===== src/rtl/pwm_pkg.sv =====
// Shared definitions for the PWM generator/capture pair: code constants,
// default period table and counter widths.
package pwm_pkg;

    localparam int DUTY_W = 9;
    localparam int CNT_W  = 10;

    localparam logic [1:0] FS_00 = 2'b00;
    localparam logic [1:0] FS_01 = 2'b01;
    localparam logic [1:0] FS_10 = 2'b10;
    localparam logic [1:0] FS_11 = 2'b11;

    localparam int unsigned DEF_PER0    = 500;
    localparam int unsigned DEF_PER1    = 400;
    localparam int unsigned DEF_PER2    = 250;
    localparam int unsigned DEF_PER3    = 100;
    localparam int unsigned DEF_TOL     = 2;
    localparam int unsigned DEF_TIMEOUT = 1023;

    typedef enum logic [1:0] {
        ST_IDLE  = 2'd0,
        ST_ARMED = 2'd1,
        ST_STUCK = 2'd2
    } cap_state_t;

    // True when value lies within centre +/- tol; written to avoid unsigned underflow.
    function automatic logic in_window(input logic [31:0] value,
                                       input int unsigned centre,
                                       input int unsigned tol);
        return ((value + tol) >= centre) && (value <= (centre + tol));
    endfunction

endpackage


===== src/rtl/pwm_edge_sync.sv =====
// Two-flop synchronizer for an asynchronous level, plus a third flop that
// turns the synchronized level into single-cycle rise/fall strobes.
module pwm_edge_sync (
    input  logic clk,
    input  logic resetn,
    input  logic raw,
    output logic sync,
    output logic rise,
    output logic fall
);

    logic meta_reg;
    logic sync_reg;
    logic prev_reg;

    always_ff @(posedge clk or negedge resetn) begin
        if (!resetn) begin
            meta_reg <= 1'b0;
            sync_reg <= 1'b0;
            prev_reg <= 1'b0;
        end else begin
            meta_reg <= raw;
            sync_reg <= meta_reg;
            prev_reg <= sync_reg;
        end
    end

    assign sync = sync_reg;
    assign rise = sync_reg & ~prev_reg;
    assign fall = ~sync_reg & prev_reg;

endmodule


===== src/rtl/pwm_capture.sv =====
// Measures an incoming PWM waveform rise-to-rise: reports high time, period
// and the matching period-table code once per complete period.
module pwm_capture
    import pwm_pkg::*;
#(
    parameter int unsigned PER0    = DEF_PER0,
    parameter int unsigned PER1    = DEF_PER1,
    parameter int unsigned PER2    = DEF_PER2,
    parameter int unsigned PER3    = DEF_PER3,
    parameter int unsigned TOL     = DEF_TOL,
    parameter int unsigned TIMEOUT = DEF_TIMEOUT
) (
    input  logic              clk,
    input  logic              resetn,
    input  logic              pwm_in,
    output logic              meas_valid,
    output logic [DUTY_W-1:0] duty_out,
    output logic [CNT_W-1:0]  period_out,
    output logic [1:0]        freq_sel_out,
    output logic              freq_error,
    output logic              stuck,
    output logic              stuck_level
);

    localparam logic [DUTY_W-1:0] DUTY_MAX = {DUTY_W{1'b1}};
    localparam logic [CNT_W-1:0]  CNT_MAX  = {CNT_W{1'b1}};
    localparam logic [CNT_W-1:0]  TIMEOUT_CNT = CNT_W'(TIMEOUT);
    localparam int unsigned PER_TAB [0:3] = '{PER0, PER1, PER2, PER3};

    logic sync;
    logic rise;
    logic fall;

    pwm_edge_sync u_edge_sync (
        .clk    (clk),
        .resetn (resetn),
        .raw    (pwm_in),
        .sync   (sync),
        .rise   (rise),
        .fall   (fall)
    );

    cap_state_t        state_reg;
    logic [CNT_W-1:0]  period_cnt_reg;
    logic [DUTY_W-1:0] high_cnt_reg;
    logic [DUTY_W-1:0] duty_hold_reg;
    logic              meas_valid_reg;
    logic [DUTY_W-1:0] duty_reg;
    logic [CNT_W-1:0]  period_reg;
    logic [1:0]        freq_sel_reg;
    logic              freq_error_reg;
    logic              stuck_reg;
    logic              stuck_level_reg;

    logic [3:0] hit;
    logic [1:0] match_sel;

    generate
        for (genvar gi = 0; gi < 4; gi++) begin : g_match
            assign hit[gi] = in_window(32'(period_cnt_reg), PER_TAB[gi], TOL);
        end
    endgenerate

    // Lowest-index entry wins when tolerance windows overlap.
    always_comb begin
        match_sel = FS_00;
        for (int i = 3; i >= 0; i--) begin
            if (hit[i]) begin
                match_sel = 2'(i);
            end
        end
    end

    always_ff @(posedge clk or negedge resetn) begin
        if (!resetn) begin
            state_reg       <= ST_IDLE;
            period_cnt_reg  <= '0;
            high_cnt_reg    <= '0;
            duty_hold_reg   <= '0;
            meas_valid_reg  <= 1'b0;
            duty_reg        <= '0;
            period_reg      <= '0;
            freq_sel_reg    <= FS_00;
            freq_error_reg  <= 1'b0;
            stuck_reg       <= 1'b0;
            stuck_level_reg <= 1'b0;
        end else begin
            meas_valid_reg <= 1'b0;
            freq_error_reg <= 1'b0;
            if (rise) begin
                // The rise cycle itself is the first counted cycle of the new period.
                period_cnt_reg <= CNT_W'(1);
                high_cnt_reg   <= DUTY_W'(1);
                stuck_reg      <= 1'b0;
                state_reg      <= ST_ARMED;
                if (state_reg == ST_ARMED) begin
                    meas_valid_reg <= 1'b1;
                    duty_reg       <= duty_hold_reg;
                    period_reg     <= period_cnt_reg;
                    if (|hit) begin
                        freq_sel_reg <= match_sel;
                    end else begin
                        freq_error_reg <= 1'b1;
                    end
                end
            end else begin
                if (period_cnt_reg != CNT_MAX) begin
                    period_cnt_reg <= period_cnt_reg + CNT_W'(1);
                end
                if (sync && (high_cnt_reg != DUTY_MAX)) begin
                    high_cnt_reg <= high_cnt_reg + DUTY_W'(1);
                end
                if (fall) begin
                    duty_hold_reg <= high_cnt_reg;
                end
                if ((state_reg != ST_STUCK) && (period_cnt_reg == TIMEOUT_CNT)) begin
                    state_reg       <= ST_STUCK;
                    stuck_reg       <= 1'b1;
                    stuck_level_reg <= sync;
                end
            end
        end
    end

    assign meas_valid   = meas_valid_reg;
    assign duty_out     = duty_reg;
    assign period_out   = period_reg;
    assign freq_sel_out = freq_sel_reg;
    assign freq_error   = freq_error_reg;
    assign stuck        = stuck_reg;
    assign stuck_level  = stuck_level_reg;

endmodule


===== config.mk =====
export PLATFORM = sky130hd
export DESIGN_NAME = pwm_capture
export DESIGN_NICKNAME = d
export VERILOG_FILES = /design/src/rtl/pwm_pkg.sv /design/src/rtl/pwm_edge_sync.sv /design/src/rtl/pwm_capture.sv
export SDC_FILE = /design/constraint.sdc
export NUM_CORES = 1
export LEC_CHECK = 0
export CORE_MARGIN = 5
export CORE_UTILIZATION = 30
export CTS_CLUSTER_DIAMETER = 120
export DETAILED_ROUTE_END_ITERATION = 8
export HOLD_SLACK_MARGIN = 0.1
export SLEW_MARGIN = 20
export SYNTH_ARGS = -nofsm -noshare
export SYNTH_HDL_FRONTEND = slang
export SYNTH_SLANG_ARGS = --single-unit

===== constraint.sdc =====
create_clock -name clk -period 3.5 [get_ports clk]
set_input_delay 0.525 -clock clk [delete_from_list [all_inputs] [get_ports clk]]
set_output_delay 0.525 -clock clk [all_outputs]
set_load 0.005 [all_outputs]

Word-level counts from Yosys, hierarchy flattened
Index checks and enable logic that the tools add are counted.

$add $sub $neg: 3. Order comparisons: 8. Eq/ne operators: 5. Muxes and demuxes: 17. Bitwise operators: 5. Reductions and logical operators: 14.

Operators by type and width (count): $ge 32x9->1 const B (2); $ge 32x8->1 const B (1); $le 10x9->1 const B (2); $mux 10 (2); $mux 9 (2); $mux 2 (6); $add 10x2->11 const B (1); $ge 11x7->1 const B (1); $add 10x1->10 const B (1); $eq 10x10->1 const B (1); $le 10x7->1 const B (1); $le 10x8->1 const B (1); $ne 10x10->1 const B (1); $add 9x1->9 const B (1); $ne 9x9->1 const B (1); $mux 1 (7); $logic_and 1x1->1 (6); $reduce_and 2->1 (3); $reduce_bool 2->1 (3); $reduce_or 4->1 (1); $not 1->1 (3); $reduce_and 3->1 (1); $and 1x1->1 (2); $eq 2x1->1 const B (1); $ne 2x2->1 const B (1).

Register bits after elaboration: 58. Input bits: 3. Output and inout bits: 25.

Logic depth before layout (Yosys ltp)
Depth in word-level cells: 7. Mapped depth: 9. Mapped depth without buffers: 9.

Cells and area by module
A second synthesis with hierarchy kept.

Cells, all modules: 301. Area, all modules: 2859.0 um^2.

By module, submodules not included: pwm_capture (instances 1, cells an instance 296, area each 2768.9 um^2, sequential area each 1351.3 um^2); pwm_edge_sync (instances 1, cells an instance 5, area each 90.1 um^2, sequential area each 75.1 um^2).

Least setup slack after synthesis
OpenSTA, ideal clock, no wires.

Path type: reg-to-reg. From: register period_cnt_reg[1]. To: register freq_sel_reg[1], in the netlist freq_sel_out[1]. Setup time: 0.135 ns. Arrival time: 1.893 ns. Data required time: 3.365 ns. Setup slack: 1.472 ns. Stages on the path, launching flop included: 9. Path buffers: 1. Cell sequence: dfrtp_1 ha_1 buf_6 and3_4 o32a_1 o211a_1 o41ai_2 and4_1 a211oi_2.

Word-level cells in the longest chain between the ends: 7. Elaborated cells between the ends (all ways): 19. Those cells by class: 1 x add/sub; 8 x order compare; 4 x mux; 6 x reduce/logical.

Ends and longest elaborated chain: start: declaration (RTL line pwm_capture.sv:44) `logic [CNT_W-1:0] period_cnt_reg;`; start signal: assignment (RTL line pwm_capture.sv:108) `period_cnt_reg <= period_cnt_reg + CNT_W'(1);`; parallel branches: the longest is 7 deep, another holds $ge 32x8->1; end signal: assignment (RTL line pwm_capture.sv:101) `freq_sel_reg <= match_sel;`; end: declaration (RTL line pwm_capture.sv:50) `logic [1:0] freq_sel_reg;`.

Several ways; the timed one is not identified. A chain may end at the register's enable or synchronous reset.

Final worst setup path
From: register period_cnt_reg[2]. To: register freq_sel_reg[1], in the netlist freq_sel_out[1].

Same word-level chain as after synthesis.

==> reports/metrics.yaml <==
synthesis:
  ys_ff_latch: 57
  count_of_distinct_cell_types_in_the_synthesized_netlist: 48
  syn-instance-count: 303
  number_of_synthesized_flops_with_an_enable_pin: 0
  synthesized_area_per_cell_sq_um: 9.49
  synth-async-reset-ratio_pct: 100
  synthesized_nets: 314
  synth_flop_cell: "sky130_fd_sc_hd__dfrtp_1"
  yosys_warnings: 0
  netlist_area_sq_um: 2870
  synth_seq_area_share_pct: 49.6
setup_path:
  r2r-start: "period_cnt_reg[2]"
  cp_data_arrival_time_ns: 2.57
  cp_data_required_time_ns: 3.72
  timing.reg2reg.worst_path_depth: 7
  worstPathMaxFanout: 14
  worst_setup_path_start_kind: "register"
  critical_path_end_type: "register"
  reg2reg_to: "freq_sel_out[1]"
  r2r_slack_ns: 1.15
  timing.setup.critical_path_class: "reg -> reg"
cells_and_area:
  antenna-diode-count: 0
  n_fill_cell: 964
  post_route_cells_drive_above_1_share_pct: 11.4
  nNetsFinal: 338
  areaGrowthSynthToFinish_pct: 19.5
  final_area_sq_um: 3430
floorplan:
  die_area_sq_um: 11600
  dieHeight_um: 108
  design.core.area_sq_um: 9280
  die_x_um: 108
  boundaryPins: 28
  std_cell_rows: 35
  starting_density_pct: 31.0
cts:
  post-cts-setup-buffer-count: 0
  cts_max_level: 3
  clk_latency_ns: 0.34
  cts_tree: "yes"
  clockRootBuffer: "sky130_fd_sc_hd__clkbuf_8"
  clock_sink_count: 57
  cts_buffers: 9
  postCtsHoldBufs: 0
  post_cts_resize_count: 0
  clock_transition_at_the_register_clock_pins_on_the_worst_setup_and_hold_paths_after_cts_ns: 0.07
  maximum_clock_path_buffer_count: 2
sta:
  finalMaxSlewViolations: 0
  final_hold_viol_count: 0
  rsz_0062_raised_after_global_routing: "no"
  slew-limit-headroom_pct: 58.3
  fin_crit_sh_pct: 67.1
  timing.setup.tns_ns: 0
  finalWorstPathRequiredPeriod_ns: 2.35
  setup_viol: 0
  skew_ns: 0.0114
  tightest_slew_ns: 0.626
  fmax_mhz: 426
place:
  buffers_on_ports: 27
  place.detailed.hpwl_mm: 4.27
  placed_cell_area_sq_um: 3230
  gp_routability_congestion: 0.802
power:
  sequentialPowerShare_pct: 46.3
  share_clk_of_total_power_pct: 34.8
  power.share.switching_pct: 31.0
  p_int_mw: 1.23
  total_switching_power_mw: 0.552
  p_comb_share_pct: 18.9
  irDropWorstVdd_mv: 0.155
  power_density_nw_per_um2: 519
  p_leak_nw: 1.56
  power_mw: 1.78
global_route:
  antenna_found_initial: 0
  first_pass_grt_wire_length_mm: 10.4
  largest_net_degree_at_the_start_of_global_routing: 45
  first_global_vias: 2089
  groute.usage.overall_pct: 11.4
  total_congestion_overflow: 0
drt:
  detailedRoute.firstPassIterationCount: 4
  detailedRoute.firstIterationViolations: 112
  drt-total-wl_mm: 6.14
  route.vias.total: 2215
  drc: 0
  drt.antenna.violating_nets: 0
  vias_per_cell: 4.80
  avgRoutedWirePerCell_um: 13.3
job:
  drv_cap: 0
worst_hold_path:
  worst_hold_path_type: "in -> async"
status:
  run_status: "finished clean"
[synth_stat cells, types with 4 or more instances]
library cell               count  area, sq um
sky130_fd_sc_hd__o21ai_0       7         35.0
sky130_fd_sc_hd__nand3_1      11         55.1
sky130_fd_sc_hd__dfrtp_1      57         1430
sky130_fd_sc_hd__a31oi_1       7         43.8
sky130_fd_sc_hd__xor2_1        8         70.1
sky130_fd_sc_hd__mux2_2        8         90.1
sky130_fd_sc_hd__buf_4         4         30.0
sky130_fd_sc_hd__a21oi_1       8         40.0
sky130_fd_sc_hd__nor2_1       23         86.3
sky130_fd_sc_hd__xnor2_1       5         43.8
sky130_fd_sc_hd__and3_1        6         37.5
sky130_fd_sc_hd__inv_1         9         33.8
sky130_fd_sc_hd__nand4_1       7         43.8
sky130_fd_sc_hd__nand2_1      67          251
sky130_fd_sc_hd__ha_1          8          100
sky130_fd_sc_hd__nor3_1        5         25.0
sky130_fd_sc_hd__clkbuf_1      8         30.0
sky130_fd_sc_hd__o21ai_1       5         25.0
[through the flow]
stage	hold WS [ns]	setup slack, ns	std cells	util (%)
after floorplan	0.229	1.47	303	-
after global placement	0.337	1.21	445	34.7
after detailed placement	0.338	1.15	445	34.7
after CTS	0.355	1.15	461	37.0
after global routing	0.212	0.911	461	37.0
final	0.172	1.15	461	37.0
[per-layer routing]
metal	routed length, um	GRT usage [%]
met5	0	0
met4	119	5.68
met3	226	1.86
met2	2700	16.7
met1	3090	16.0
[kinds of logic (layout without fill, tap and decap cells)]
logic type	Yosys count	count (layout)	synth area share, %
muxes	8	8	3.13
buffers and inverters	29	58	4.96
DFF	57	57	49.6
adders and majority gates	8	8	3.48
AOI/OAI and AO/OA	49	49	11.8
and+or+nand+nor	139	139	23.0
xor gates and xnor gates	13	13	3.96
[worst max-delay path, stage by stage, from the launching register on]
cell,delay [ns]
sky130_fd_sc_hd__dfrtp_1,0.57
sky130_fd_sc_hd__ha_1,0.45
sky130_fd_sc_hd__and2_1,0.25
sky130_fd_sc_hd__a31oi_1,0.09
sky130_fd_sc_hd__o211a_1,0.22
sky130_fd_sc_hd__o41ai_2,0.36
sky130_fd_sc_hd__and4_1,0.25
sky130_fd_sc_hd__a211oi_2,0.04
[placed cells by master (no fill, tap or decap), types with 4 or more instances in the layout]
cell type / count
sky130_fd_sc_hd__a21oi_1: 8
sky130_fd_sc_hd__a31oi_1: 7
sky130_fd_sc_hd__and3_1: 6
sky130_fd_sc_hd__buf_4: 4
sky130_fd_sc_hd__clkbuf_8: 10
sky130_fd_sc_hd__clkdlybuf4s50_1: 26
sky130_fd_sc_hd__dfrtp_1: 57
sky130_fd_sc_hd__ha_1: 8
sky130_fd_sc_hd__inv_1: 9
sky130_fd_sc_hd__mux2_2: 8
sky130_fd_sc_hd__nand2_1: 67
sky130_fd_sc_hd__nand3_1: 11
sky130_fd_sc_hd__nand4_1: 7
sky130_fd_sc_hd__nor2_1: 23
sky130_fd_sc_hd__nor3_1: 5
sky130_fd_sc_hd__o21ai_0: 7
sky130_fd_sc_hd__o21ai_1: 5
sky130_fd_sc_hd__xnor2_1: 5
sky130_fd_sc_hd__xor2_1: 8
[worst max path at each step]
stage / startpoint / to / slack [ns] / depth (start not counted)
after floorplan: period_cnt_reg[1] / freq_sel_out[1] / 1.47 / 8
after global placement: period_cnt_reg[1] / freq_sel_out[1] / 1.21 / 7
after detailed placement: period_cnt_reg[1] / freq_sel_out[1] / 1.15 / 7
after CTS: period_cnt_reg[1] / freq_sel_out[1] / 1.15 / 7
after global routing: period_cnt_reg[2] / freq_sel_out[1] / 0.91 / 7
final: period_cnt_reg[2] / freq_sel_out[1] / 1.15 / 7
[power groups by stage]
stage	logic [mW]	registers, mW	clock network [mW]
6_report	0.337	0.825	0.619
5_1_grt	0.382	0.844	0.668
3_3_place_gp	0.336	0.834	0
2_1_floorplan	0.284	0.776	0
3_5_place_dp	0.338	0.839	0
4_1_cts	0.340	0.827	0.635
[cell type report]
type | instances | area (sq um) | area share, %
Sequential cell | 57 | 1430 | 41.5
Timing Repair Buffer | 30 | 290 | 8.45
Clock inverter | 6 | 67.6 | 1.97
Clock buffer | 10 | 138 | 4.01
Multi-Input combinational cell | 217 | 1310 | 38.0
Inverter | 12 | 45.0 | 1.31
Tap cell | 129 | 161 | 4.70
Power figures use the tool's default switching activity.
